==> config.mk <==
export PLATFORM = sky130hd
export DESIGN_NAME = hazard_ctrl
export DESIGN_NICKNAME = d
export VERILOG_FILES = /design/src/rtl/hazard_ctrl.sv
export SDC_FILE = /design/constraint.sdc
export NUM_CORES = 1
export LEC_CHECK = 0
export ABC_AREA = 1
export ABC_CLOCK_PERIOD_IN_PS = 1700
export CAP_MARGIN = 20
export CORE_ASPECT_RATIO = 0.5
export CORE_MARGIN = 2
export CORE_UTILIZATION = 30
export CTS_BUF_LIST = sky130_fd_sc_hd__clkbuf_8
export CTS_CLUSTER_DIAMETER = 80
export DETAILED_ROUTE_END_ITERATION = 12
export GPL_TIMING_DRIVEN = 0
export SLEW_MARGIN = 20
export SYNTH_ARGS = -nofsm -noshare
export SYNTH_HDL_FRONTEND = slang
export SYNTH_SLANG_ARGS = --single-unit
==> constraint.sdc <==
create_clock -name clk -period 1.7 [get_ports clk]
set_input_delay 0.255 -clock clk [delete_from_list [all_inputs] [get_ports clk]]
set_output_delay 0.255 -clock clk [all_outputs]
set_load 0.05 [all_outputs]
==> src/rtl/hazard_ctrl.sv <==
// Load-use stall, EX/MEM forwarding select, branch flush and stall statistics for a 5-stage core.
// Latency: stall/bubble/flush/fwd are combinational; stall holds the front end while a load or busy EX unit is pending.
module hazard_ctrl #(
    parameter int REG_NUM_WIDTH     = 5,
    parameter int LOAD_STALL_CYCLES = 1,
    parameter int CNT_WIDTH         = 3,
    parameter int STAT_WIDTH        = 16
) (
    input  logic                     clk,
    input  logic                     reset,
    input  logic [REG_NUM_WIDTH-1:0] idRs0,
    input  logic [REG_NUM_WIDTH-1:0] idRs1,
    input  logic                     idUseRs0,
    input  logic                     idUseRs1,
    input  logic                     exMemRead,
    input  logic                     exRegWrite,
    input  logic [REG_NUM_WIDTH-1:0] exRd,
    input  logic                     memRegWrite,
    input  logic [REG_NUM_WIDTH-1:0] memRd,
    input  logic                     exBusy,
    input  logic                     branchTaken,
    output logic                     stall,
    output logic                     bubble,
    output logic                     flush,
    output logic [1:0]               fwdA,
    output logic [1:0]               fwdB,
    output logic [STAT_WIDTH-1:0]    stallCycles
);

    typedef enum logic {
        IDLE,
        LOAD_STALL
    } state_t;

    localparam logic [CNT_WIDTH-1:0]  CNT_INIT = CNT_WIDTH'(LOAD_STALL_CYCLES - 1);
    localparam logic [CNT_WIDTH-1:0]  CNT_ONE  = CNT_WIDTH'(1);
    localparam logic [STAT_WIDTH-1:0] STAT_MAX = {STAT_WIDTH{1'b1}};
    localparam bit                    MULTI    = (LOAD_STALL_CYCLES > 1);

    state_t                 state, state_nxt;
    logic [CNT_WIDTH-1:0]   cnt, cnt_nxt;
    logic                   stall_raw, bubble_raw, flush_raw;
    logic [1:0]             fwd_a_raw, fwd_b_raw;
    logic                   ex_match0, ex_match1, mem_match0, mem_match1;
    logic                   load_use, ex_alu;

    // x0 is hard-wired zero: it never creates a hazard and never forwards.
    assign ex_match0  = idUseRs0 && (idRs0 != '0) && (idRs0 == exRd);
    assign ex_match1  = idUseRs1 && (idRs1 != '0) && (idRs1 == exRd);
    assign mem_match0 = memRegWrite && idUseRs0 && (idRs0 != '0) && (idRs0 == memRd);
    assign mem_match1 = memRegWrite && idUseRs1 && (idRs1 != '0) && (idRs1 == memRd);

    assign load_use = exMemRead && exRegWrite && (ex_match0 || ex_match1);
    assign ex_alu   = exRegWrite && !exMemRead;

    // EX result is younger than MEM, so it wins a double match.
    always_comb begin
        fwd_a_raw = 2'b00;
        fwd_b_raw = 2'b00;
        if (ex_alu && ex_match0) begin
            fwd_a_raw = 2'b10;
        end else if (mem_match0) begin
            fwd_a_raw = 2'b01;
        end
        if (ex_alu && ex_match1) begin
            fwd_b_raw = 2'b10;
        end else if (mem_match1) begin
            fwd_b_raw = 2'b01;
        end
    end

    always_comb begin
        state_nxt  = state;
        cnt_nxt    = cnt;
        stall_raw  = 1'b0;
        bubble_raw = 1'b0;
        flush_raw  = 1'b0;
        if (branchTaken) begin
            // Any stalled instruction is on the wrong path; drop the pending bubbles.
            flush_raw = 1'b1;
            state_nxt = IDLE;
            cnt_nxt   = '0;
        end else if (exBusy) begin
            stall_raw = 1'b1;
        end else begin
            case (state)
                IDLE: begin
                    if (load_use) begin
                        stall_raw  = 1'b1;
                        bubble_raw = 1'b1;
                        if (MULTI) begin
                            state_nxt = LOAD_STALL;
                            cnt_nxt   = CNT_INIT;
                        end
                    end
                end
                LOAD_STALL: begin
                    stall_raw  = 1'b1;
                    bubble_raw = 1'b1;
                    if (cnt == CNT_ONE) begin
                        state_nxt = IDLE;
                        cnt_nxt   = '0;
                    end else begin
                        cnt_nxt = cnt - CNT_ONE;
                    end
                end
                default: begin
                    state_nxt = IDLE;
                    cnt_nxt   = '0;
                end
            endcase
        end
    end

    always_ff @(posedge clk) begin
        if (!reset) begin
            state <= IDLE;
            cnt   <= '0;
        end else begin
            state <= state_nxt;
            cnt   <= cnt_nxt;
        end
    end

    always_ff @(posedge clk) begin
        if (!reset) begin
            stallCycles <= '0;
        end else if (stall_raw && (stallCycles != STAT_MAX)) begin
            stallCycles <= stallCycles + STAT_WIDTH'(1);
        end
    end

    assign stall  = reset && stall_raw;
    assign bubble = reset && bubble_raw;
    assign flush  = reset && flush_raw;
    assign fwdA   = reset ? fwd_a_raw : 2'b00;
    assign fwdB   = reset ? fwd_b_raw : 2'b00;

endmodule

* Word-level counts from Yosys, hierarchy flattened
Index checks and enable logic that the tools add are counted. W data, S select, Z words.
Operators by class: order comparisons 0, divide/modulo/power cells 0, eq/ne operators 6, add/subtract/negate cells 2, bitwise operators 3, shifts and indexed selects 0, reduce and logical (&&, ||, !) cells 25, mux-type cells 16, multipliers 0
Operator list (number):
- $eq A5 B5 Y1 | 4
- $logic_and A1 B1 Y1 | 19
- $add A16 B1 Y16 const B | 1
- $ne A16 B16 Y1 const B | 1
- $mux W1 | 10
- $reduce_bool A5 Y1 | 2
- $mux W2 | 4
- $eq A3 B1 Y1 const B | 1
- $mux W3 | 1
- $not A1 Y1 | 3
- $sub A3 B1 Y3 const B | 1
- $pmux W1 S2 | 1
- $reduce_and A2 Y1 | 1
- $reduce_or A2 Y1 | 1
- $logic_not A1 Y1 | 1
- $logic_or A1 B1 Y1 | 1
Storage, ports and cells: logic and storage cells 55, memories kept 0, latch bits 0, memory bits (read-only) 0, output and inout port bits 23, RAM bits 0, flip-flop bits (word level) 20, input port bits 29

* Longest topological paths before layout
word-level depth 10, depth in mapped cells 14, depth with buffers taken out 14

* Worst setup path before layout
OpenSTA, ideal clock, no wires.
path type input port to output port, start point input idRs0[1], end point output bubble, required time 1.445 ns, arrival 1.906 ns, path slack -0.461 ns, buffers on the path 0, stages on the path 9, cell sequence inv_1 > nand2_1 > nand2_1 > nand2_1 > nor2_1 > nand3_1 > nand2_2 > nand2_4 > a211oi_1
Between the ends: cells in the longest elaborated chain, start to end 10, elaborated cells between the ends (all ways) 11, those cells by class 1 x eq/ne; 4 x mux; 6 x reduce/logical
Ends and longest elaborated chain:
- start, declared | line 11 | input logic [REG_NUM_WIDTH-1:0] idRs0,
- $reduce_bool A5 Y1 | line 48 | assign ex_match0 = idUseRs0 && (idRs0 != '0) && (idRs0 == exRd);
- $logic_and A1 B1 Y1 | line 48
- $logic_and A1 B1 Y1 (*) | line 48
- $logic_or A1 B1 Y1 (*) | line 53 | assign load_use = exMemRead && exRegWrite && (ex_match0 || ex_match1);
- $logic_and A1 B1 Y1 (*) | line 53
- $mux W1 (*) | line 88 | if (load_use) begin
- $pmux W1 S2 (*) | line 86 | case (state)
- $mux W1 (*) | line 83 | end else if (exBusy) begin
- $mux W1 (*) | line 78 | if (branchTaken) begin
- $logic_and A1 B1 Y1 (*) | line 134 | assign bubble = reset && bubble_raw;
- end, declared | line 23 | output logic bubble,
Mark *: on every way between the ends. The rest lies on a longest branch, timed or not.

* Final worst setup path
start point register stallCycles[8], end point output stallCycles[8]
RTL lines:
- start, declared | line 27 | output logic [STAT_WIDTH-1:0] stallCycles
- start signal, assigned | line 129 | stallCycles <= stallCycles + STAT_WIDTH'(1);
No word-level cell between the ends.

==> summary.txt <==
Place
  • Final weighted congestion in routability-driven placement: 0.8845
  • Worst slack at placement: -1.147 ns
  • Detailed-placement wirelength estimate: 3504 um
  • PortBufs: 51

Final layout
  • Leading cell type in the layout, fill and taps excluded: sky130_fd_sc_hd__nand2_1
  • Area growth from synthesis to final layout: 40.69%
  • Number of nets in the finished design: 360
  • Antenna diode instance count: 0
  • Share of layout cells above drive strength 1: 28.75%
  • Commonest non-fill, non-tap cells in the layout: 49 x sky130_fd_sc_hd__nand2_1, 46 x sky130_fd_sc_hd__inv_1, 39 x sky130_fd_sc_hd__nor2_1, 17 x sky130_fd_sc_hd__nand4_1, 17 x sky130_fd_sc_hd__dlygate4sd2_1
  • Filler Cell Count: roughly 590

Timing
  • Minimum clock period after layout: between 1.5 and 2 ns
  • Final worst slack: approximately 0.026 ns
  • Relative slew slack: 66.59%
  • Unrepaired setup endpoints after global routing: true
  • Fmax: 597.4 MHz
  • Actual slew at the worst max-slew pin: 0.5004 ns
  • Final-report max-slew violation count: 0
  • Final setup viols: 0
  • Number of hold violations in the final report: 0
  • Final worst clock skew: 0.004644 ns
  • Setup TNS Final: 0 ns
  • Fraction of the cycle the final worst path needs: slightly below 100%

Critical path
  • Critical path's largest stage delay: 0.80 ns
  • Arrival time of the worst setup path: around 1.4 ns
  • Crit-path leading delay family: buffers and inverters
  • Required time at the worst-slack endpoint: around 1.4 ns
  • Kind of end point of the critical path: output port
  • Kind of start point of the critical path: register
  • Critical path class: reg -> out
  • Buffers and inverters on the worst path: 1
  • Worst r2r dst: stallCycles[15]
  • Maximum fanout along the worst path: 4
  • Worst reg2reg startpoint: stallCycles[0]
  • Worst path cell trace: clkdlybuf4s50_1
  • Depth of the most critical reg-to-reg path: 12
  • Cell with the largest stage delay on the worst path: sky130_fd_sc_hd__clkdlybuf4s50_1
  • Worst R2R Setup Slack: roughly 0.12 ns

Clock tree
  • Total number of H-tree levels: 1
  • Clock-pin slew of the registers on the worst-case setup and hold paths: 0.08 ns
  • Clock root buffer master: sky130_fd_sc_hd__clkbuf_8
  • TritonCTS buffer count: 3
  • Insertion delay to the later sink of the worst-skew pair: 0.26 ns
  • Hold_buf cts: 0
  • TritonCTS clock tree: yes
  • CTS Sinks: 20
  • Max clock buf depth: 2

Floorplanning
  • Die boundary width: 111.7 um
  • Ports: 52
  • Placeable core area: 5539 sq um
  • Number of rows in the core area: 19
  • Initial cell density of the core: 31.42%
  • Height of the die: approximately 58 um
  • Die area: roughly 6500 sq um

Route
  • Detailed router's first-iteration violation count: 42
  • Per-cell routed wire length: 11.14 um
  • Residual antenna-violating net count after detailed routing: 0
  • Sum of routed wire segments on met1: 2095 um
  • Wire length on met2: 2167 um
  • Count of vias placed by the detailed router: 1,835
  • Via-to-Cell Ratio: 4.588
  • Final wirelength: 4455 um
  • Sum of met3 wire segment lengths after detailed routing: 149 um
  • DRC violations left: 0
  • Top routing layer in use: met4
  • Length of the first detailed-routing pass in iterations: 4

Outcome
  • Run status: completed

Run
  • Max-capacitance violation count: 0

Synthesis
  • Avg Synthesized Cell Area: 6.543 sq um
  • Yosys warning total: 0
  • Cell area after technology mapping: 1740 sq um
  • Count of different cell masters after synthesis: 32
  • Total nets after synthesis: between 200 and 300
  • Gate Count Post-Synth: 266
  • Portion of the post-synthesis area used by sequential elements: 23.01%
  • Number of synthesized register bits: 20
  • Cell accounting for the most synthesized area: sky130_fd_sc_hd__dfxtp_1
  • Top cell type's share of synthesized area: 23.01%
  • Top area cells in the synthesized netlist: sky130_fd_sc_hd__dfxtp_1 23%, sky130_fd_sc_hd__inv_1 11%, sky130_fd_sc_hd__nand2_1 11%

Global route
  • Global-route wire length before repair: 7590 um
  • Initial antenna violation count: 0
  • Pin count of the biggest net entering global routing: 12
  • Via count of the first global-routing pass: 1,702
  • Overflow after GRT: 0
  • Global router's overall resource usage: between 10% and 20%

Pwr
  • IR Drop Worst-Case VDD: 0.0002372 V
  • Static leakage: roughly 1.3 nW
  • Pwr per Cell Area: between 400 and 500 nW/um^2

Worst hold path
  • Hold Crit Endpoint: stallCycles[13]
  • Kind of path behind the tightest hold check: in -> reg
  • Number of stages on the worst hold path: 3
  • Launch point of the worst hold path: reset
area by class of cell:
class	instances	area, sq um	share of cell area [%]
Buffer	4	40.04	1.635
Timing Repair Buffer	58	494.2	20.18
Tap cell	73	91.34	3.730
Sequential cell	20	414.1	16.91
Clock buffer	3	41.29	1.686
Clock inverter	1	3.754	0.1533
Inverter	58	222.7	9.096
Multi-Input combinational cell	183	1141	46.60
cell families after synthesis:
family | Yosys count | synth area share (%)
DFF | 20 | 23.00
adders and majority gates | 3 | 2.157
xor gates and xnor gates | 15 | 7.549
AOI/OAI and AO/OA | 15 | 5.320
and+or+nand+nor | 150 | 46.51
buffers and inverters | 63 | 15.46
worst max-delay path by stage:
stage / start / endpoint / slack (ns) / cells past startpoint
final: stallCycles[8] / stallCycles[8] / 0.03 / 1
after global routing: idRs1[0] / bubble / -0.02 / 9
after CTS: idRs1[2] / stall / -0.02 / 13
after detailed placement: idRs1[1] / stall / -1.15 / 12
after global placement: idRs1[1] / stall / -1.13 / 12
after floorplan: idRs0[1] / bubble / -0.005 / 9
synthesized netlist by cell type:
cell type / number
sky130_fd_sc_hd__nand3_1: 10
sky130_fd_sc_hd__xor2_1: 12
sky130_fd_sc_hd__nand4_1: 17
sky130_fd_sc_hd__ha_1: 3
sky130_fd_sc_hd__buf_6: 1
sky130_fd_sc_hd__inv_2: 5
sky130_fd_sc_hd__nor4_1: 1
sky130_fd_sc_hd__nand3_2: 9
sky130_fd_sc_hd__a21oi_1: 3
sky130_fd_sc_hd__o22ai_1: 3
sky130_fd_sc_hd__nor3_1: 3
sky130_fd_sc_hd__clkinv_1: 1
sky130_fd_sc_hd__a22o_1: 1
sky130_fd_sc_hd__nand2_1: 49
sky130_fd_sc_hd__nand2_4: 2
sky130_fd_sc_hd__nor2_4: 2
sky130_fd_sc_hd__nor3_4: 1
sky130_fd_sc_hd__nand3b_1: 2
sky130_fd_sc_hd__buf_2: 1
sky130_fd_sc_hd__xnor2_1: 3
sky130_fd_sc_hd__nor2_1: 43
sky130_fd_sc_hd__nor2_2: 1
sky130_fd_sc_hd__o21ai_0: 4
sky130_fd_sc_hd__dfxtp_1: 20
sky130_fd_sc_hd__nand2_2: 5
sky130_fd_sc_hd__nor2_8: 1
sky130_fd_sc_hd__inv_1: 52
sky130_fd_sc_hd__nor3_2: 1
sky130_fd_sc_hd__a211oi_1: 4
sky130_fd_sc_hd__buf_4: 2
sky130_fd_sc_hd__buf_12: 1
sky130_fd_sc_hd__nand3_4: 3
power by group:
group	internal, mW	switching (mW)	total [mW]
logic	0.115	0.164	0.279
clock network	0.161	0.172	0.333
registers	0.474	0.00684	0.481
total	0.751	0.342	1.09
worst reg2reg max path, stage by stage, from the launching register on:
cell and delay (ns):
sky130_fd_sc_hd__dfxtp_4 0.36, sky130_fd_sc_hd__ha_2 0.19, sky130_fd_sc_hd__nand3_1 0.08, sky130_fd_sc_hd__inv_1 0.07, sky130_fd_sc_hd__nand2_4 0.11, sky130_fd_sc_hd__nor2_8 0.04
sky130_fd_sc_hd__nand3_4 0.08, sky130_fd_sc_hd__nand4_1 0.16, sky130_fd_sc_hd__nor2_2 0.18, sky130_fd_sc_hd__nand3_2 0.08, sky130_fd_sc_hd__nand2_1 0.06, sky130_fd_sc_hd__inv_1 0.04
sky130_fd_sc_hd__nor2_1 0.09
layer usage:
layer / track usage (%) / vias to the layer above
met3: 2.824 / 7
met4: 2.998 / 0
met2: 25.28 / 31
met5: 0 / -
met1: 18.40 / 838
li1: - / 959
sequential cells by signal, indices dropped and copies added (netlist names):
register and flops:
cnt 3, state 1, stallCycles 16
repair_timing:
| action | 4_1_cts | 5_1_grt |
|---|---|---|
| resized for setup | 120 | 35 |
| pin swaps | 18 | 22 |
| cloned | 0 | 0 |
| setup buffers | 4 | 3 |
| endpoints found under the setup margin | 24 | 17 |
per-stage QoR:
stage	power, mW	std cells	util (%)	hold slack (ns)	instance area, sq um
after floorplan	0.6472	266	-	0.3763	1759
after global placement	0.7729	390	42.62	0.4623	2361
after CTS	1.105	398	43.39	0.4371	2404
final	1.093	400	44.21	0.2600	2449
after detailed placement	0.7758	390	42.62	0.4780	2361
after global routing	1.151	400	44.21	0.2739	2449
Power figures use the tool's default switching activity.
